==> src/rtl/approx_mul_err_accum.sv <==
`default_nettype none
// ============================================================================
// Module   : approx_mul_err_accum
// Purpose  : Error-metric accumulator for approximate multipliers. It takes a
//            stream of (a, b, approx_product) samples, computes the exact a*b
//            internally, and collects the following over a run of NUM_SAMPLES
//            samples: the sum of squared errors, the sum of absolute errors,
//            the maximum absolute error, and the number of mismatches.
// Ports    : clk_i          rising-edge clock
//            rst_ni         asynchronous active-low reset
//            start_i        begin a new run (honoured in IDLE/DONE only)
//            in_valid_i     sample valid
//            in_ready_o     sample accepted when in_valid_i & in_ready_o
//            in_a_i/in_b_i  unsigned operands
//            in_approx_i    approximate product under test
//            busy_o         run in progress (RUN or DRAIN)
//            done_o         results final, held until next start
//            sum_sq_err_o   saturating sum of (approx-exact)^2
//            sum_abs_err_o  saturating sum of |approx-exact|
//            max_abs_err_o  largest |approx-exact| seen this run
//            err_count_o    samples with approx != exact
//            sample_count_o samples accepted this run
//            overflow_o     sticky: an accumulator saturated this run
// Revision : 1.0  initial release
// ============================================================================
module approx_mul_err_accum #(
  parameter int IN_W        = 8,
  parameter int NUM_SAMPLES = 65536,
  parameter int CNT_W       = 17,
  parameter int ACC_W       = 48
) (
  input  logic               clk_i,
  input  logic               rst_ni,
  input  logic               start_i,
  input  logic               in_valid_i,
  output logic               in_ready_o,
  input  logic [IN_W-1:0]    in_a_i,
  input  logic [IN_W-1:0]    in_b_i,
  input  logic [2*IN_W-1:0]  in_approx_i,
  output logic               busy_o,
  output logic               done_o,
  output logic [ACC_W-1:0]   sum_sq_err_o,
  output logic [ACC_W-1:0]   sum_abs_err_o,
  output logic [2*IN_W-1:0]  max_abs_err_o,
  output logic [CNT_W-1:0]   err_count_o,
  output logic [CNT_W-1:0]   sample_count_o,
  output logic               overflow_o
);

  localparam int PW       = 2 * IN_W;   // product width
  localparam int SQ_W     = 2 * PW;     // squared-error width
  // Adder widths are one bit wider than the wider operand so that a carry out
  // of the accumulator range is always visible for saturation.
  localparam int SQ_SUM_W = ((ACC_W > SQ_W) ? ACC_W : SQ_W) + 1;
  localparam int AB_SUM_W = ((ACC_W > PW) ? ACC_W : PW) + 1;

  typedef enum logic [1:0] {
    ST_IDLE  = 2'd0,
    ST_RUN   = 2'd1,
    ST_DRAIN = 2'd2,
    ST_DONE  = 2'd3
  } state_t;

  state_t             state_q;
  logic [CNT_W-1:0]   sample_count_q;
  logic               s1_valid_q, s1_mism_q;
  logic [PW-1:0]      s1_abs_q;
  logic               s2_valid_q, s2_mism_q;
  logic [PW-1:0]      s2_abs_q;
  logic [SQ_W-1:0]    s2_sq_q;
  logic [ACC_W-1:0]   sum_sq_q, sum_abs_q;
  logic [ACC_W-1:0]   sum_sq_d, sum_abs_d;
  logic [PW-1:0]      max_abs_q;
  logic [CNT_W-1:0]   err_count_q;
  logic               overflow_q, done_q;

  logic               w_accept, w_last;
  logic [PW-1:0]      w_exact, w_abs;
  logic [PW:0]        w_err;
  logic [SQ_W-1:0]    w_sq;
  logic [SQ_SUM_W-1:0] w_sq_sum;
  logic [AB_SUM_W-1:0] w_abs_sum;
  logic               w_sq_sat, w_abs_sat;

  // Ready depends on state and count only, never on in_valid_i.
  assign in_ready_o = (state_q == ST_RUN) && (sample_count_q < CNT_W'(NUM_SAMPLES));
  assign w_accept   = in_valid_i && in_ready_o;
  assign w_last     = (sample_count_q == CNT_W'(NUM_SAMPLES - 1));

  // Stage 1: signed difference with one guard bit; |err| always fits in PW bits.
  assign w_exact = {{IN_W{1'b0}}, in_a_i} * {{IN_W{1'b0}}, in_b_i};
  assign w_err   = {1'b0, in_approx_i} - {1'b0, w_exact};
  assign w_abs   = w_err[PW] ? (~w_err[PW-1:0] + PW'(1)) : w_err[PW-1:0];

  // Stage 2: square registered separately so the multiplier and the wide
  // accumulator adder sit in different cycles.
  assign w_sq = {{PW{1'b0}}, s1_abs_q} * {{PW{1'b0}}, s1_abs_q};

  // Saturating accumulation. A clamped accumulator is all-ones, so any further
  // non-zero addend carries out again and it stays clamped.
  assign w_sq_sum  = {{(SQ_SUM_W-ACC_W){1'b0}}, sum_sq_q} + {{(SQ_SUM_W-SQ_W){1'b0}}, s2_sq_q};
  assign w_sq_sat  = |w_sq_sum[SQ_SUM_W-1:ACC_W];
  assign sum_sq_d  = w_sq_sat ? {ACC_W{1'b1}} : w_sq_sum[ACC_W-1:0];

  assign w_abs_sum = {{(AB_SUM_W-ACC_W){1'b0}}, sum_abs_q} + {{(AB_SUM_W-PW){1'b0}}, s2_abs_q};
  assign w_abs_sat = |w_abs_sum[AB_SUM_W-1:ACC_W];
  assign sum_abs_d = w_abs_sat ? {ACC_W{1'b1}} : w_abs_sum[ACC_W-1:0];

  always_ff @(posedge clk_i or negedge rst_ni) begin
    if (!rst_ni) begin
      state_q        <= ST_IDLE;
      sample_count_q <= '0;
      s1_valid_q     <= 1'b0;
      s1_mism_q      <= 1'b0;
      s1_abs_q       <= '0;
      s2_valid_q     <= 1'b0;
      s2_mism_q      <= 1'b0;
      s2_abs_q       <= '0;
      s2_sq_q        <= '0;
      sum_sq_q       <= '0;
      sum_abs_q      <= '0;
      max_abs_q      <= '0;
      err_count_q    <= '0;
      overflow_q     <= 1'b0;
      done_q         <= 1'b0;
    end else begin
      s1_valid_q <= w_accept;
      if (w_accept) begin
        s1_abs_q  <= w_abs;
        s1_mism_q <= |w_err;
      end

      s2_valid_q <= s1_valid_q;
      if (s1_valid_q) begin
        s2_sq_q   <= w_sq;
        s2_abs_q  <= s1_abs_q;
        s2_mism_q <= s1_mism_q;
      end

      if (s2_valid_q) begin
        sum_sq_q    <= sum_sq_d;
        sum_abs_q   <= sum_abs_d;
        err_count_q <= err_count_q + {{(CNT_W-1){1'b0}}, s2_mism_q};
        if (s2_abs_q > max_abs_q) max_abs_q <= s2_abs_q;
        if (w_sq_sat || w_abs_sat) overflow_q <= 1'b1;
      end

      // The pipeline is always empty in IDLE/DONE, so clearing here never
      // races with an accumulation above.
      case (state_q)
        ST_IDLE, ST_DONE: begin
          if (start_i) begin
            state_q        <= ST_RUN;
            sample_count_q <= '0;
            sum_sq_q       <= '0;
            sum_abs_q      <= '0;
            max_abs_q      <= '0;
            err_count_q    <= '0;
            overflow_q     <= 1'b0;
            done_q         <= 1'b0;
          end
        end
        ST_RUN: begin
          if (w_accept) begin
            sample_count_q <= sample_count_q + CNT_W'(1);
            if (w_last) state_q <= ST_DRAIN;
          end
        end
        ST_DRAIN: begin
          if (!s1_valid_q && !s2_valid_q) begin
            state_q <= ST_DONE;
            done_q  <= 1'b1;
          end
        end
        default: state_q <= ST_IDLE;
      endcase
    end
  end

  assign busy_o         = (state_q == ST_RUN) || (state_q == ST_DRAIN);
  assign done_o         = done_q;
  assign sum_sq_err_o   = sum_sq_q;
  assign sum_abs_err_o  = sum_abs_q;
  assign max_abs_err_o  = max_abs_q;
  assign err_count_o    = err_count_q;
  assign sample_count_o = sample_count_q;
  assign overflow_o     = overflow_q;

endmodule
`default_nettype wire

==> config.mk <==
export PLATFORM = sky130hd
export DESIGN_NAME = approx_mul_err_accum
export DESIGN_NICKNAME = d
export VERILOG_FILES = /design/src/rtl/approx_mul_err_accum.sv
export SDC_FILE = /design/constraint.sdc
export NUM_CORES = 1
export LEC_CHECK = 0
export CAP_MARGIN = 40
export CORE_ASPECT_RATIO = 0.5
export CORE_MARGIN = 3
export CORE_UTILIZATION = 45
export CTS_CLUSTER_SIZE = 12
export DETAILED_ROUTE_END_ITERATION = 6
export GPL_TIMING_DRIVEN = 0
export PLACE_DENSITY = 0.67
export SYNTH_ARGS = -nofsm -noshare
export SYNTH_HDL_FRONTEND = slang
export SYNTH_SLANG_ARGS = --single-unit
==> constraint.sdc <==
create_clock -name clk_i -period 8 [get_ports clk_i]
set_input_delay 1.6 -clock clk_i [delete_from_list [all_inputs] [get_ports clk_i]]
set_output_delay 1.6 -clock clk_i [all_outputs]
set_load 0.05 [all_outputs]
# ---- Word level (Yosys, flattened, before mapping)
# Cells that the tools add are included.
dict set report word_totals {
  register_bits 218
  inputBits 36
  out_inout_bits 150
  word_cells 80
}
dict set report classes {
  add_sub_neg 6
  multipliers 2
  order_cmp 2
  eq_ne 8
  n_mux 31
  bitwise 1
  reduce_logical 15
}
# op n
set op_table {}
lappend op_table {{2-to-1 mux 48 bit} 8}
lappend op_table {{2-to-1 mux 17 bit} 5}
lappend op_table {{2-to-1 mux 16 bit} 5}
lappend op_table {{adder 48 x 16 -> 49 bit} 1}
lappend op_table {{adder 48 x 32 -> 49 bit} 1}
lappend op_table {{case mux 17 bit (2 select lines)} 1}
lappend op_table {{multiplier 16 x 16 -> 32 bit} 1}
lappend op_table {{adder 17 x 1 -> 17 bit} 1}
lappend op_table {{adder 17 x 1 -> 17 bit, second input constant} 1}
lappend op_table {{equality test 17 x 16 -> 1 bit, second input constant} 1}
lappend op_table {{< comparator 17 bit, second input constant} 1}
lappend op_table {{OR reduction 17 bit} 1}
lappend op_table {{subtractor 16 x 16 -> 17 bit} 1}
lappend op_table {{adder 16 x 1 -> 16 bit, second input constant} 1}
lappend op_table {{> comparator 16 bit} 1}
lappend op_table {{multiplier 8 x 8 -> 16 bit} 1}
lappend op_table {{inverter 16 bit} 1}
lappend op_table {{2-to-1 mux 2 bit} 4}
lappend op_table {{!= test 2 bit, second input constant} 4}
lappend op_table {{2-to-1 mux 1 bit} 6}
lappend op_table {{case mux 2 bit (3 select lines)} 1}
lappend op_table {{AND reduction 3 bit} 2}
lappend op_table {{equality test 2 bit, second input constant} 2}
lappend op_table {{AND reduction 4 bit} 1}
lappend op_table {{8 further kinds} 13}

# ---- Logic depth before layout (Yosys ltp)
# Gate-level depths: netlist of the first run.
dict set report logic_depth {
  depth_word 6
  depth_mapped 25
  ltp_nobuf 24
}

# ---- Worst setup path after synthesis of the first run
# Ideal clock, no wire load.
dict set report synth_path {
  path_kind {input-to-reg}
  start {input in_b_i[4]}
  end {register s1_abs_q[15]}
  setup_time_ns 0.124
  t_arrival_ns 6.067
  slack_ns 1.809
  stages 17
  path_buffers 0
  path_cell_list {and2_1 > fa_1 > inv_1 > fa_1 > fa_1 > inv_1 > fa_1 > inv_1 > ha_1 > a21oi_1 > o21ai_0 > a2111o_1 > a21o_1 > a2111oi_4 > nand4_1 > and3_1 > o31a_1}
}
dict set report synth_between {
  elab_chain_len 5
}
# element line_no
set synth_rtl {}
lappend synth_rtl {{start, declared} 38} ;# input logic [IN_W-1:0] in_b_i,
lappend synth_rtl {{multiplier 8 x 8 -> 16 bit (*)} 91} ;# assign w_exact = {{IN_W{1'b0}}, in_a_i} * {{IN_W{1'b0}}, in_b_i};
lappend synth_rtl {{subtractor 16 x 16 -> 17 bit (*)} 92} ;# assign w_err = {1'b0, in_approx_i} - {1'b0, w_exact};
lappend synth_rtl {{inverter 16 bit} 93} ;# assign w_abs = w_err[PW] ? (~w_err[PW-1:0] + PW'(1)) : w_err[PW-1:0];
lappend synth_rtl {{adder 16 x 1 -> 16 bit} 93}
lappend synth_rtl {{2-to-1 mux 16 bit (*)} 93}
lappend synth_rtl {{end signal, assigned} 129} ;# s1_abs_q <= w_abs;
lappend synth_rtl {{end, declared} 67} ;# logic [PW-1:0] s1_abs_q;
# Every way passes the cells marked *; elsewhere a longest branch is shown, timed or not.
# A chain may end at the register's enable or synchronous reset.

# ---- Worst setup path after layout of the first run
dict set report layout_path {
  start {register s1_abs_q[5]}
  end {register s2_sq_q[30]}
}
dict set report layout_between {
  elab_chain_len 1
}
# element line_no
set layout_rtl {}
lappend layout_rtl {{multiplier 16 x 16 -> 32 bit} 97} ;# assign w_sq = {{PW{1'b0}}, s1_abs_q} * {{PW{1'b0}}, s1_abs_q};
lappend layout_rtl {{end signal, assigned} 135} ;# s2_sq_q <= w_sq;
lappend layout_rtl {{end, declared} 70} ;# logic [SQ_W-1:0] s2_sq_q;
# Every way passes these cells.

==> results of run 1 <==
## per-stage QoR
step / worst slack, ns / util [%] / cell area (um2)
4_1_cts: 0.646 / 53.0 / 25900
3_3_place_gp: -4.08 / 51.3 / 25000
3_5_place_dp: 0.651 / 51.4 / 25100
6_report: 0.679 / 53.0 / 25900
5_1_grt: 0.269 / 53.0 / 25900
2_1_floorplan: 1.81 / - / 22400
## state kept, by name, indices dropped and copies added (netlist names)
signal and flops:
sum_abs_err_o 48, sum_sq_err_o 48, s2_sq_q 30, err_count_o 17
sample_count_o 17, max_abs_err_o 16, s1_abs_q 16, s2_abs_q 16
state_q 2, done_o 1, overflow_o 1, s1_mism_q 1
s1_valid_q 1, s2_mism_q 1, s2_valid_q 1
## kinds of logic after synthesis
logic type | count (synthesis) | synth area share (%)
AND/OR/NAND/NOR | 680 | 14.7
multiplexers | 66 | 3.18
AO/OA/AOI/OAI | 482 | 13.8
XOR/XNOR | 131 | 5.13
buffers and inverters | 468 | 7.88
adder cells (fa/ha/maj) | 428 | 31.1
flip-flops | 216 | 24.2
## layout by cell type (no fill, tap or decap), drive strengths merged, types with 43 or more instances in the layout
master and n:
ha 214, nand2 192, o21ai 106, nor2 172, a31oi 43, fa 214
xor2 71, clkbuf 107, xnor2 60, dfrtp 216, inv 390, and2 91
clkdlybuf4s50 183, nand3 54, a21oi 145
## how the worst min path moves through the flow
stage                start     endpoint  depth (start not counted)  slack (ns)
2_1_floorplan   s1_valid_q   s2_valid_q                          0        0.37
3_3_place_gp    s1_valid_q   s2_valid_q                          0        0.47
3_5_place_dp   s2_sq_q[19]  s2_sq_q[19]                          2        0.50
4_1_cts        s2_sq_q[19]  s2_sq_q[19]                          2        0.51
5_1_grt         s1_valid_q   s2_valid_q                          0        0.53
6_report       s2_sq_q[20]  s2_sq_q[20]                          1        0.51
## layer usage
layer  routed length (um)  share of wire, %
met2                26600                46
met4                 1040               1.8
met5                    0                 0
met3                 2830               4.9
met1                27300                47
## worst max-delay path, cell delays in order, from the launching register on
cell      delay [ns]
dfrtp_1         0.32
clkbuf_1        0.48
clkbuf_1        0.62
nand2_1         0.21
inv_1           0.13
fa_1            0.41
inv_1           0.08
fa_1            0.40
inv_1           0.09
fa_1            0.44
fa_1            0.51
fa_1            0.49
inv_1           0.05
fa_1            0.48
inv_1           0.04
ha_1            0.35
and3_1          0.21
nand2_1         0.06
o31ai_1         0.52
a41oi_1         0.35
o311ai_0        0.40
a21oi_1         0.13
xnor2_1         0.14
mux2_2          0.26
## synthesized netlist by cell type (25+ instances only)
master	instances
nand2_1	192
nor3_1	28
fa_1	214
inv_1	388
xnor2_1	60
mux2i_1	25
a21oi_1	145
ha_1	214
dfrtp_1	216
a31oi_1	43
and3_1	34
xor2_1	71
clkbuf_1	71
nand3_1	54
nor2_1	171
and2_1	90
mux2_2	41
o21ai_0	103
a21o_1	39
## cell type report
type / count / share of cell area, %
buffer: 78 / 1.15
clock buffer: 35 / 2.68
clock inverter: 6 / 0.368
tap: 649 / 3.14
inverter: 390 / 5.66
timing repair buffer: 187 / 7.37
sequential: 216 / 20.9
multi-input combinational: 1787 / 58.7
==> out/metrics.cfg, run 1 <==
[timing]
slew_violations = 0
max_freq_mhz = 137
period_minus_slack_ns = 7.32
fin_hold_ws_ns = 0.514
finalSetupTns_ns = 0
max_slew_margin_pct = 44.6
post-route-period-util_pct = 91.5
finalHoldViolations = 0
worst_pin_slew_ns = 0.827
fin_skew_ns = 0.0106
rsz0062_at_grt = false
setup_viol = 0

[global_route]
grt_pass1_vias = 17800
grt_max_degree = 84
antenna_found_initial = 0
grt_pass1_wl_um = 94200
grt_overflow = 0
track_usage_pct = 22.0
gr-max-usage-layer = met2
grtUsageMet3_pct = 2.86
grt.met2_usage_pct = 36.1
grtUsageMet1_pct = 31.4

[critical_path]
reg2reg_to = s2_sq_q[30]
critical_path_class = reg2reg
critPathMaxFanout = 10
worst_setup_path_end_kind = register
r2r-start = s1_abs_q[5]
cp-start-kind = register
reg2reg_depth = 23
worstPathRequired_ns = 8.42
startpoint = s1_abs_q[5]
reg2reg_slack_ns = 0.68
critPathCapture = s2_sq_q[30]
crit_arrival_ns = 7.74

[placement]
io_buffers = 184
post-dp-hpwl_um = 46100
dp_cells = 3307
gp_congestion = 0.897

[floorplanning]
die_area_mm2 = 0.0526
initial_core_util_pct = 45.8
core_mm2 = 0.0488
pin_count = 186
die_w_um = 321
rows = 57
die_y_um = 164

[drt]
drtIter0Drc = 1003
route.vias.total = 18000
wl_um = 57800
drc = 0
vias_per_cell = 5.38
ant_nets = 0
dr.pass1.iters = 5
wl_per_cell_um = 17.3

[synth]
syn-instance-count = 2471
syn_area_per_cell_um2 = 9.05
synth_nets = 2935
synth_cell_types = 74
synth_top_area_cell = dfrtp_1
synth_ff_type = dfrtp_1
syn_area_mm2 = 0.0224
yosysTopAreaCellShare_pct = 24.2
synth_seq_cells = 216
yosys_warnings = 0
synth_edf_count = 0
yosysSeqAreaShare_pct = 24.2
synthArstFlopShare_pct = 100
yosys-top-cells-area = dfrtp_1, fa_1, ha_1

[hold_path]
hold_class = reg2reg

[clock_network]
cts_tree = done
cts_root_buf = clkbuf_16
cts_resized = 0
clkTransAtPathRegs_ns = 0.06
clockBufferDepth = 3
worstSkewPairLatency_ns = 0.54
post-cts-setup-buffers = 0
cts_buffers = 24
cts.sinks = 216
ctsHoldBuffers = 0
htreeDepth = 1

[finish]
syn_to_final_growth_pct = 15.7
drive_above_1_share_pct = 3.89
multi_input_area_mm2 = 0.0152
nets = 3148
num_antenna_cells = 0
ff_latch_area_mm2 = 0.00541
final_cells = 3348
fill_cells = 4541

[status]
status = completed

[flow_run]
maxCapViolations = 0

Power of run 1 is left out: the tool's default activity adds up to more than one toggle a clock period on the data nets, which glitch-free logic cannot reach.
==> run 2: changes to the inputs <==
--- a/config.mk
+++ b/config.mk
@@ -5,6 +5,7 @@
 export SDC_FILE = /design/constraint.sdc
 export NUM_CORES = 1
 export LEC_CHECK = 0
+export ABC_AREA = 0
 export CAP_MARGIN = 40
 export CORE_ASPECT_RATIO = 0.5
 export CORE_MARGIN = 3
==> results of run 2 <==
No change in the layout: final DEF, timing and power equal those of run 1.
Power of run 2 is left out for the same reason.
